## config.mk

```make
export PLATFORM = sky130hd
export DESIGN_NAME = nibble_stream_demux
export DESIGN_NICKNAME = d
export VERILOG_FILES = /design/src/rtl/nibble_stream_demux.sv
export SDC_FILE = /design/constraint.sdc
export NUM_CORES = 1
export LEC_CHECK = 0
export CAP_MARGIN = 20
export CORE_ASPECT_RATIO = 0.8
export CORE_MARGIN = 4
export CORE_UTILIZATION = 35
export CTS_CLUSTER_SIZE = 25
export DETAILED_ROUTE_END_ITERATION = 8
export PLACE_DENSITY = 0.7
export SLEW_MARGIN = 15
export SYNTH_ARGS = -nofsm -noshare
export SYNTH_HDL_FRONTEND = slang
export SYNTH_SLANG_ARGS = --single-unit
```

## constraint.sdc

```tcl
create_clock -name CLOCK_50 -period 1.5 [get_ports CLOCK_50]
set_input_delay 0.225 -clock CLOCK_50 [delete_from_list [all_inputs] [get_ports CLOCK_50]]
set_output_delay 0.225 -clock CLOCK_50 [all_outputs]
set_load 0.005 [all_outputs]
```

## src/rtl/nibble_stream_demux.sv

```systemverilog
// nibble_stream_demux: rebuilds X/Y nibble pairs from one serial beat stream.
// Optional drop counter: define NIBBLE_STREAM_DEMUX_DROP_CNT_EN to build it.
module nibble_stream_demux #(
  parameter int W     = 4,
  parameter int CNT_W = 8
) (
  input  logic             CLOCK_50,
  input  logic             reset,
  input  logic [W-1:0]     in_data,
  input  logic             in_valid,
  input  logic             in_first,
  output logic             in_ready,
  output logic [W-1:0]     out_x,
  output logic [W-1:0]     out_y,
  output logic             out_valid,
  input  logic             out_ready,
  output logic             sel_y,
  output logic [CNT_W-1:0] drop_cnt
);

  typedef enum logic [1:0] {
    S_WAIT_X = 2'd0,
    S_WAIT_Y = 2'd1,
    S_FULL   = 2'd2
  } state_t;

  state_t state;
  state_t state_nxt;

  logic [W-1:0] x_q;
  logic         acc;
  logic         ld_x;
  logic         ld_pair;

  // State register
  always_ff @(posedge CLOCK_50) begin
    if (reset) state <= S_WAIT_X;
    else       state <= state_nxt;
  end

  // Next-state logic
  always_comb begin
    state_nxt = state;
    unique case (state)
      S_WAIT_X: if (acc) state_nxt = S_WAIT_Y;
      S_WAIT_Y: if (acc && !in_first) state_nxt = S_FULL;
      S_FULL: begin
        if (out_ready) state_nxt = acc ? S_WAIT_Y : S_WAIT_X;
      end
      default: state_nxt = S_WAIT_X;
    endcase
  end

  // Handshake outputs and datapath load strobes from state decode
  always_comb begin
    in_ready  = 1'b1;
    out_valid = 1'b0;
    sel_y     = 1'b0;
    acc       = 1'b0;
    ld_x      = 1'b0;
    ld_pair   = 1'b0;
    unique case (state)
      S_WAIT_X: begin
        acc  = in_valid;
        ld_x = acc;
      end
      S_WAIT_Y: begin
        sel_y   = 1'b1;
        acc     = in_valid;
        ld_x    = acc && in_first;
        ld_pair = acc && !in_first;
      end
      S_FULL: begin
        in_ready  = out_ready;
        out_valid = 1'b1;
        acc       = in_valid && out_ready;
        ld_x      = acc;
      end
      default: begin
        in_ready = 1'b1;
      end
    endcase
  end

  // X holding register for the frame in progress
  always_ff @(posedge CLOCK_50) begin
    if (reset)     x_q <= '0;
    else if (ld_x) x_q <= in_data;
  end

  // Output pair only changes when a pair completes
  always_ff @(posedge CLOCK_50) begin
    if (reset) begin
      out_x <= '0;
      out_y <= '0;
    end else if (ld_pair) begin
      out_x <= x_q;
      out_y <= in_data;
    end
  end

`ifdef NIBBLE_STREAM_DEMUX_DROP_CNT_EN
  logic drop;
  assign drop = sel_y && acc && in_first;

  // Saturating count of partial frames abandoned by a resync
  always_ff @(posedge CLOCK_50) begin
    if (reset) drop_cnt <= '0;
    else if (drop && (drop_cnt != {CNT_W{1'b1}}))
      drop_cnt <= drop_cnt + 1'b1;
  end
`else
  assign drop_cnt = '0;
`endif

endmodule

```

* Yosys cells after proc, flatten, opt, wreduce, memory -nomap -nowiden
Index checks and enable logic that the tools add are counted.
** Word-level totals
- Bits of input ports :: 9
- Output and inout bits :: 19
- Bits in registers :: 14
- Logic and storage cells :: 28
** Operators by class
- Equal/unequal tests :: 5
- Mux-type cells :: 11
- Reduce and logical (&&, ||, !) cells :: 8
** Operator list (count)
- $mux W2 :: 3
- $ne A2 B2 Y1 const B :: 3
- $pmux W2 S3 :: 1
- $mux W1 :: 5
- $logic_and A1 B1 Y1 :: 4
- $pmux W1 S3 :: 1
- $reduce_and A3 Y1 :: 1
- $eq A2 B1 Y1 const B :: 1
- $eq A2 B2 Y1 const B :: 1
- $logic_not A2 Y1 :: 1
- $pmux W1 S2 :: 1
- $reduce_or A2 Y1 :: 1
- $logic_not A1 Y1 :: 1

* Longest topological paths before layout
Gate-level depths: netlist (run 1).
- Word-level depth :: 6
- Depth in mapped cells :: 4
- Gate-level depth less buffers :: 3

* Worst setup path after synthesis (run 1)
OpenSTA, ideal clock, no wires.
- Kind :: register to register
- From :: register state[0]
- To :: register x_q[0]
- Setup time :: 72 ps
- Path buffers :: 0
- Stages on the path, launching flop included :: 4
- Clock period less this slack :: 943 ps
- Arrival :: 872 ps
- Path slack :: 557 ps
- Data required time :: 1428 ps
- Path through :: dfxtp_1 -> nand2b_1 -> o21ai_4 -> mux2i_1
** On the way
- Word-level cells in the longest chain between the ends :: 2
- Elaborated cells on any way between the ends :: 4
- Classes of those cells :: 2 x eq/ne; 1 x mux; 1 x reduce/logical
** Ends and longest elaborated chain
- start, declared :: line 27 : state_t state;
- start signal, assigned :: line 38 : else state <= state_nxt;
- $eq A2 B2 Y1 (tied with other cells) :: line 62 : unique case (state)
- $pmux W1 S3 (*) :: line 62
- end signal, assigned :: line 88 : else if (ld_x) x_q <= in_data;
- end, declared :: line 30 : logic [W-1:0] x_q;
Every way passes the cells marked *; elsewhere a longest branch is shown, timed or not.
A chain may end at the register's enable or synchronous reset.

* Final worst setup path (run 1)
- From :: register state[0]
- To :: output port sel_y
** On the way
- Word-level cells in the longest chain between the ends :: 2
** Ends and longest elaborated chain
- $eq A2 B1 Y1 :: line 62
- $mux W1 :: line 62
- end, declared :: line 17 : output logic sel_y,
No other way between the ends.

==> summary.txt, run 1 <==
Job
  – Max Cap Viol: 0

Critical path
  – Crit path max-delay family: buffers and inverters
  – CP Cell Sequence: buf_4 > and2b_2 > dlygate4sd2_1
  – R2R cell count: 4
  – Slowest Stage Delay on Critical Path: roughly 0.32 ns
  – Crit path max fanout: 5
  – Bufs and invs on worst path: 2
  – Crit-path slowest cell: dfxtp_2
  – CP required: between 1 and 1.5 ns
  – Startpoint type of the worst setup path: flip-flop
  – Crit path kind: flip-flop to output port
  – Worst path arrival time: ~1.2 ns
  – CP endpoint kind: output port
  – Cell depth of the worst setup path: 3

Synthesis
  – Largest family of logic cells by synthesized area: simple AND/OR/NAND/NOR gates
  – Synth Warn #: 0
  – Synthesized area: ~720 um2
  – Sequential-to-total area share from yosys stat: approximately two fifths
  – Post-synth EDFFs: 0
  – Top post-synthesis cells by area: dfxtp_1 39%, a21oi_2 9.8%, buf_4 9.4%
  – Multiplexer share of the synthesized area: roughly 5.6%
  – Post-synth top area share: 39.2%
  – Ys flop type: dfxtp_1
  – Commonest cells post-synth: 15 x nand2_1, 14 x dfxtp_1, 10 x nand2b_1
  – Adder-cell share of the synthesized area: 0%
  – Yosys top cell by area: dfxtp_1
  – Asr flop ratio synth: 0%
  – Compound-cell area share of the yosys netlist: roughly 14%
  – Syn_area_per_cell: approximately 9.4 um2
  – Simple-gate share of the synthesized area: 27.8%
  – #FFs+latches synth: 14
  – Cell count after synthesis: 76
  – Most common cell in the synthesized netlist: nand2_1
  – XOR/XNOR share of the synthesized area: 0%
  – Yosys cell types: 19

Global route
  – Vias in the first global route: 478
  – Pin count of the biggest net entering global routing: 15
  – Initial antenna violation count: 0
  – First-pass GRT wire length: 2150 um
  – All-Layer GR Usage: between 10% and 20%
  – Total gr overflow: 0

Placed design
  – Port-buffer cells: 19
  – Area after DPL: 913 um2
  – GP Congestion: approximately 0.76
  – Final HPWL DP: between 900 and 1000 um

Clock network
  – Root Driver: clkbuf_4
  – Worst-skew pair later-pin latency: approximately 0.28 ns
  – Worst-path clk slew: about 0.080 ns
  – CTS HTree Levels: 1
  – Clock buffer count from CTS: 3
  – CTS max path bufs: 2
  – CTS tree: done
  – Clock sinks: 14

Detailed routing
  – DR iter-0 viols: 4
  – Drt wl/cell: ~10 um
  – Vias/cell: approximately 4.3
  – Pre-Repair DR Iteration Count: 4
  – # DRC: 0
  – Total routed wirelength: between 1000 and 1500 um
  – Post-route ant nets: 0
  – DR vias: around 540

Power and ir drop
  – Static Leak: about 0.37 nW
  – Peak VDD IR: 0.462 mV
  – Pwr Density: just over 800 nW/um2

Final layout
  – Post-Layout Inst Area: ~960 um2
  – Final nets: about 110
  – Fill count: ~180
  – Layout area overhead: 33.9%
  – Layout cells sized above 1: around 26%
  – Multi-input gate area: 368 um2
  – Reg area: approximately 290 um2
  – N_diodes: 0

Timing
  – Tmin final: between 1 and 1.5 ns
  – RSZ-0062 raised after global routing: false
  – TNS Setup: 0 ns
  – Max-slew violations: 0
  – Clock Skews: about 0.0018 ns
  – Crit share post-route: between 90 and 100%
  – Final hold vios: 0
  – Highest Clock Rate: 718 MHz
  – # setup viols final: 0

Min path
  – HP Class: flip-flop to flip-flop
  – Hold-critical path depth: 2

Floorplan
  – Core Area: about 1900 um2
  – Die area: ~2800 um2
  – Starting density of the core: 37.5%
  – Die Y: roughly 48 um
  – Number of core rows: 14
  – Top Ports: 28
  – Die width: 58.6 um

Run status
  – Status: completed
==> cell usage in the layout (no fill, tap or decap) <==
master and instances:
a211oi_1 1, a21oi_1 1, a21oi_2 8, and2b_2 2
and2b_4 1, and4bb_1 1, buf_4 7, clkbuf_4 3
clkbuf_8 1, clkdlybuf4s50_1 16, conb_1 8, dfxtp_1 12
dfxtp_2 1, dfxtp_4 1, dlygate4sd2_1 3, mux2i_1 4
nand2_1 15, nand2_2 1, nand2b_1 10, nand3b_1 2
nand4bb_1 1, o21ai_4 1, or2b_1 1
==> state kept, by name (all words and copies together), names as in the netlist <==
name,flops
out_x,4
state,2
x_q,4
out_y,4
==> metal layers <==
| metal | vias up | track usage [%] | part of all wire, % |
|---|---|---|---|
| met1 | 235 | 12.6 | 44 |
| li1 | 282 | - | - |
| met4 | 0 | 5.79 | 0.80 |
| met2 | 19 | 14.1 | 48 |
| met5 | - | 0 | 0 |
| met3 | 2 | 3.99 | 6.6 |
==> power by group <==
part | switching [W] | internal [W] | total, W
clock network | 0.000126 | 0.000148 | 0.000274
logic | 0.0000502 | 0.0000664 | 0.000117
registers | 0.00000761 | 0.000386 | 0.000394
==> path summary, 6_finish.rpt <==
path / endpoint / slack [ns] / startpoint
max: sel_y / 0.11 / state[0]$_SDFFE_PP0P_
min: out_x[2]$_SDFFE_PP0P_ / 0.46 / x_q[2]$_SDFFE_PP0P_
max reg2reg: x_q[1]$_SDFFE_PP0P_ / 0.36 / state[0]$_SDFFE_PP0P_
min reg2reg: out_x[2]$_SDFFE_PP0P_ / 0.46 / x_q[2]$_SDFFE_PP0P_
==> through the flow <==
step           setup WS, ns  total power, W  cells  hold slack (ns)  util (%)
2_1_floorplan         0.557        0.000485     83            0.370         -
3_3_place_gp        -0.0228        0.000521    120            0.448      47.8
3_5_place_dp        -0.0519        0.000523    120            0.449      47.8
4_1_cts              0.0915        0.000796    125            0.460      50.2
5_1_grt              0.0595        0.000825    125            0.473      50.2
6_report              0.108        0.000784    125            0.459      50.2
==> repair_timing <==
| item | 4_1_cts | 5_1_grt |
|---|---|---|
| hold buffers | 0 | 0 |
| buffers inserted | 1 | 0 |
| endpoints found under the setup margin | 3 | 0 |
| resized for setup | 6 | 0 |
==> worst min-delay path: stages, from the launching register on <==
cell     delay, ns
dfxtp_1       0.33
nand2_2       0.06
a21oi_2       0.04
==> area by class of cell <==
class	count	share of cell area, %
sequential	14	29.8
clock buffer	4	3.79
tap	24	3.13
timing repair buffer	26	24.9
multi-input combinational	57	38.4
==> cells by family after synthesis <==
logic type | after synthesis
buf+inv | 12
flops | 14
mux | 4
compound gates | 11
other cells | 1
simple gates | 34
No activity file was read; power rests on OpenSTA's default activity.
==> run 2, diff against run 1 <==
--- a/config.mk
+++ b/config.mk
@@ -7,8 +7,9 @@
 export LEC_CHECK = 0
 export CAP_MARGIN = 20
 export CORE_ASPECT_RATIO = 0.8
-export CORE_MARGIN = 4
+export CORE_MARGIN = 8
 export CORE_UTILIZATION = 35
+export CTS_CLUSTER_DIAMETER = 150
 export CTS_CLUSTER_SIZE = 25
 export DETAILED_ROUTE_END_ITERATION = 8
 export PLACE_DENSITY = 0.7
==> summary.txt, run 2 (synthesized netlist as in run 1, its figures left out) <==
Detailed routing
  – # DRC: 0 (unchanged)
  – Vias/cell: 4.45 (+3.3%)
  – Post-route ant nets: 0 (unchanged)
  – Pre-Repair DR Iteration Count: 4 (unchanged)
  – DR iter-0 viols: 7 (+3)
  – Drt wl/cell: 11.1 um (+10%)
  – DR vias: 547 (+1.7%)
  – Total routed wirelength: 1360 um (+8.5%)

Clock network
  – Worst-skew pair later-pin latency: 0.27 ns (about the same)
  – Clock buffer count from CTS: 3 (unchanged)
  – Root Driver: clkbuf_4
  – Postcts setup bufs: 0 (-1)
  – Clock sinks: 14 (unchanged)
  – CTS tree: done
  – Worst-path clk slew: 0.08 ns (about the same)
  – CTS max path bufs: 2 (unchanged)
  – CTS HTree Levels: 1 (unchanged)

Global route
  – GR peak layer: met2
  – Routing usage on met2: 12.1% (-2.0 points)
  – Total gr overflow: 0 (unchanged)
  – Grt met3 use: 3.56% (-0.43 points)
  – Met1 Usage GRT: 7.69% (-4.9 points)
  – First-pass GRT wire length: 2190 um (+2.0%)
  – Pin count of the biggest net entering global routing: 19 (+4)
  – Vias in the first global route: 510 (+6.7%)
  – Initial antenna violation count: 0 (unchanged)
  – All-Layer GR Usage: 7.31% (-2.7 points)

Final layout
  – Commonest non-fill, non-tap cells in the layout: 16 x clkdlybuf4s50_1, 15 x nand2_1, 12 x dfxtp_1
  – Post-Layout Inst Area: 956 um2 (-0.26%)
  – Reg area: 285 um2 (unchanged)
  – Layout cells sized above 1: 24.2% (-1.5 points)
  – Layout area overhead: 33.6%
  – Final core utilization: 50.1% (-0.13 points)
  – Largest registers: out_x: 4 flops, out_y: 4 flops, x_q: 4 flops
  – Final nets: 109 (-1.8%)
  – Commonest non-fill, non-tap cell in the layout: clkdlybuf4s50_1
  – Multi-input gate area: 368 um2 (unchanged)
  – Fill count: 186 (+1.6%)
  – N_diodes: 0 (unchanged)

Placed design
  – Final HPWL DP: 1060 um (+9.9%)
  – GP Congestion: 0.705 (-7.2%)
  – Area after DPL: 918 um2 (+0.55%)
  – Pre-CTS setup slack: -0.0527 ns (-0.000843 ns)
  – Port-buffer cells: 19 (unchanged)

Timing
  – Worst setup margin: 0.116 ns (+0.00777 ns)
  – Tmin final: 1.38 ns (-0.00777 ns)
  – # setup viols final: 0 (unchanged)
  – Crit share post-route: 92.3% (-0.52 points)
  – Highest Clock Rate: 722 MHz (+0.56%)
  – Final hold vios: 0 (unchanged)
  – RSZ-0062 raised after global routing: false
  – Min Hold Slack: 0.463 ns (+0.00352 ns)
  – Max-slew violations: 0 (unchanged)
  – Clock Skews: 0.00197 ns (+0.000162 ns)

Floorplan
  – Die width: 66.6 um (+14%)
  – Die area: 3760 um2 (+32%)
  – Number of core rows: 14 (unchanged)
  – Starting density of the core: 37.5% (unchanged)
  – Core Area: 1910 um2 (unchanged)
  – Die Y: 56.4 um (+17%)
  – Top Ports: 28 (unchanged)

Critical path
  – Crit path max fanout: 5 (unchanged)
  – Startpoint type of the worst setup path: flip-flop
  – Crit path kind: flip-flop to output port
  – Worst path arrival time: 1.16 ns (about the same)
  – CP endpoint kind: output port
  – CP required: 1.27 ns (about the same)

Run status
  – Status: completed

Min path
  – HP Class: flip-flop to flip-flop

Power and ir drop
  – Peak VDD IR: 0.630 mV (+36%)
  – Static Leak: 0.364 nW (-1.5%)
  – Tot Pwr: 0.000778 W (-0.74%)
  – Pwr Density: 814 nW/um2 (-0.48%)

Job
  – Max Cap Viol: 0 (unchanged)
run 2: changes by cell type in the layout (fill, tap and decap cells not counted):
cell / delta
buf_4: -3
buf_12: +1
run 2: path summary, 6_finish.rpt:
check,start,end,slack (ns),cells past startpoint
setup / recovery,state[0]$_SDFFE_PP0P_,sel_y,0.12,3
hold / removal,x_q[3]$_SDFFE_PP0P_,out_x[3]$_SDFFE_PP0P_,0.46,2
setup reg to reg,state[0]$_SDFFE_PP0P_,x_q[1]$_SDFFE_PP0P_,0.36,4
hold reg to reg,x_q[3]$_SDFFE_PP0P_,out_x[3]$_SDFFE_PP0P_,0.46,2
run 2: timing repair:
action,4_1_cts,5_1_grt
hold buffers,0,0
endpoints found under the setup margin,3,0
gates resized for setup,6,0
run 2: stage by stage:
stage | setup TNS (ns) | cells
floorplan | 0 | 83
global placement | -0.0250 | 119
detailed placement | -0.0527 | 119
CTS | 0 | 123
global route | 0 | 123
finish | 0 | 123
run 2: routing by layer:
layer  share of wire [%]  up-vias  routed length (um)
met5                   0        -                   0
met4                 1.5        0                  21
met3                 9.0        2                 122
met2                  49       16                 666
met1                  41      251                 552
li1                    -      278                   -
run 2: worst max-delay path, stage by stage (launching register included):
cell and delay (ns):
dfxtp_2 0.32, buf_4 0.13, and2b_2 0.17, dlygate4sd2_1 0.26
run 2: cell type report:
class | count | share of cell area, %
clock buffer | 4 | 3.80
multi-input combinational | 57 | 38.5
tap | 24 | 3.14
timing repair buffer | 24 | 24.7
sequential | 14 | 29.8
run 2: power by group:
| group | switching [W] | internal [W] | leakage [nW] |
|---|---|---|---|
| clock | 0.000118 | 0.000148 | 0.0210 |
| sequential | 0.00000826 | 0.000386 | 0.115 |
| combinational | 0.0000503 | 0.0000675 | 0.228 |
==> RTL edit, RTL diff (settings of run 2) <==
Encoding of `state_t`: now one-hot (3 bits for 3 states).
--- a/src/rtl/nibble_stream_demux.sv
+++ b/src/rtl/nibble_stream_demux.sv
@@ -19,8 +19,8 @@
 );
 
-  typedef enum logic [1:0] {
-    S_WAIT_X = 2'd0,
-    S_WAIT_Y = 2'd1,
-    S_FULL   = 2'd2
+  typedef enum logic [2:0] {
+    S_WAIT_X = 3'b001,
+    S_WAIT_Y = 3'b010,
+    S_FULL   = 3'b100
   } state_t;
 
Function: same outputs for any inputs over 10 cycles, from zero or initial values and one cycle with reset high; not proved beyond that.
==> RTL edit against run 2 <==
Combinational power increased by 12%. Sequential power grew 7.3%. Sequential cell count is 1 higher. Total power grew 1.7%. Hold slack got worse by 0.0061 ns. Routed wire length rose by 35%. Die area grew 3.6%. Design area increased by 9.3%. Setup slack worse by 0.11 ns. Area after synthesis rose by 4.9%. Register-to-register slack got worse by 0.36 ns. Largest power group unchanged.
==> RTL edit: results (changes against run 2) <==
| Metric | Value |
|---|---|
| Initial antenna violation count | `0 (unchanged)` |
| Synth top cells by count | `dfxtp_1, nand2_1, buf_4` |
| Hpwl dp | `1340 um (+27%)` |
| Layout Skew | `0.00675 ns (+0.00477 ns)` |
| Biggest regs | `out_x x4, out_y x4, x_q x4` |
| Worst reg-to-reg path cell count | `5 (+1)` |
| Register area share after synthesis | `40.0% (+0.84 points)` |
| Clock transition at path regs | `0.09 ns` |
| Synth warn | `0 (unchanged)` |
| Switching pwr | `0.204 mW (+15%)` |
| Avg Inst Size Synth | `8.73 um2 (-7.3%)` |
| H-tree levels | `1 (unchanged)` |
| Status | `completed` |
| Maximum vdd drop | `0.000405 V (-36%)` |
| Clk buf depth | `2 (unchanged)` |
| Dpl cells | `132 (+11%)` |
| CTS buffer count | `3 (unchanged)` |
| Placer Congestion | `0.810 (+15%)` |
| Routed wire per std cell | `12.9 um (+17%)` |
| Worst Hold Depth | `2 (unchanged)` |
| Vias in the first global route | `631 (+24%)` |
| Final Non-Filler Cells | `142 (+15%)` |
| Type of the worst min-delay path | `flip-flop to flip-flop` |
| Global-route wire length before repair | `2770 um (+27%)` |
| Share of cells above drive strength 1 | `21.4% (-2.9 points)` |
| Pre-CTS setup slack | `-0.220 ns (-0.167 ns)` |
| Asr flop ratio synth | `0% (unchanged)` |
| Final nets | `127 (+17%)` |
| Largest net degree at the start of global routing | `12 (-7)` |
| P_leak | `0.417 nW (+14%)` |
| Post-synth cell types | `27 (+8)` |
| CP max FO | `4 (-1)` |
| Final Hold Viols | `0 (unchanged)` |
| Tot GR Track Use | `9.07% (+1.8 points)` |
| Worst-Skew Late Latency | `0.29 ns (+0.02 ns)` |
| N_diodes | `0 (unchanged)` |
| Area after DPL | `960 um2 (+4.5%)` |
| Iteration-0 DRC Markers | `22 (+15)` |
| I/O Buffers | `19 (unchanged)` |
| Vias per inst | `4.70 (+5.8%)` |
| Pre-Repair DR Iteration Count | `4 (unchanged)` |
| Clk root buf | `clkbuf_4` |
| Synth top area cells | `dfxtp_1, buf_4, a21oi_1` |
-- RTL edit: kinds of logic after synthesis --
logic type	Yosys count	share of synthesized area [%]
buffers and inverters	16	14.7
AND/OR/NAND/NOR	35	25.7
multiplexers	4	5.33
other	1	0.500
AO/OA/AOI/OAI	15	13.8
flip-flops	15	40.0
-- RTL edit: cell type report --
cell class / instances / area, um2
repair buffers: 33 / 293
clock buffers: 4 / 26.3
flip-flops and latches: 15 / 309
fillers: 190 / 1040
multi-input cells: 62 / 374
inverters: 3 / 11.3
well taps: 25 / 31.3
-- RTL edit: repair_timing --
action / 4_1_cts / 5_1_grt
setup buffers: 1 / 5
setup endpoints to repair: 3 / 9
hold endpoints to repair: 0 / 0
pin swaps: 1 / 2
resized for setup: 6 / 7
-- RTL edit: path summary, 6_finish.rpt --
path / from / to / slack [ns]
max: state[2] / x_q[1] / 0.003
min: out_x[0] / out_x[0] / 0.46
max reg2reg: state[2] / x_q[1] / 0.003
min reg2reg: out_x[0] / out_x[0] / 0.46
-- RTL edit: metrics by stage --
step	hold slack [ns]	TNS [ns]
3_5_place_dp	0.448	-1.48
6_report	0.457	0
5_1_grt	0.485	-0.287
3_3_place_gp	0.444	-0.948
2_1_floorplan	0.294	0
4_1_cts	0.461	-0.155
-- RTL edit: routing by layer --
layer | track usage, % | wire length [um] | up-vias | share of wire [%]
met5 | 0 | 0 | - | 0
met4 | 2.62 | 14 | 0 | 0.76
met3 | 3.91 | 117 | 2 | 6.4
met2 | 15.2 | 923 | 16 | 50
met1 | 10.0 | 777 | 312 | 42
li1 | - | - | 338 | -
-- RTL edit: critical path, stage by stage, from the launching register on --
cell	delay (ns)
dfxtp_4	0.38
buf_6	0.12
and4bb_1	0.23
o31ai_4	0.38
mux2i_1	0.23
nor2_1	0.05
-- RTL edit: power groups by stage --
stage	logic [mW]	clock network, mW	registers, mW
global placement	0.116	0	0.433
CTS	0.119	0.240	0.425
finish	0.132	0.236	0.424
floorplan	0.0908	0	0.426
detailed placement	0.119	0	0.434
global route	0.145	0.256	0.426
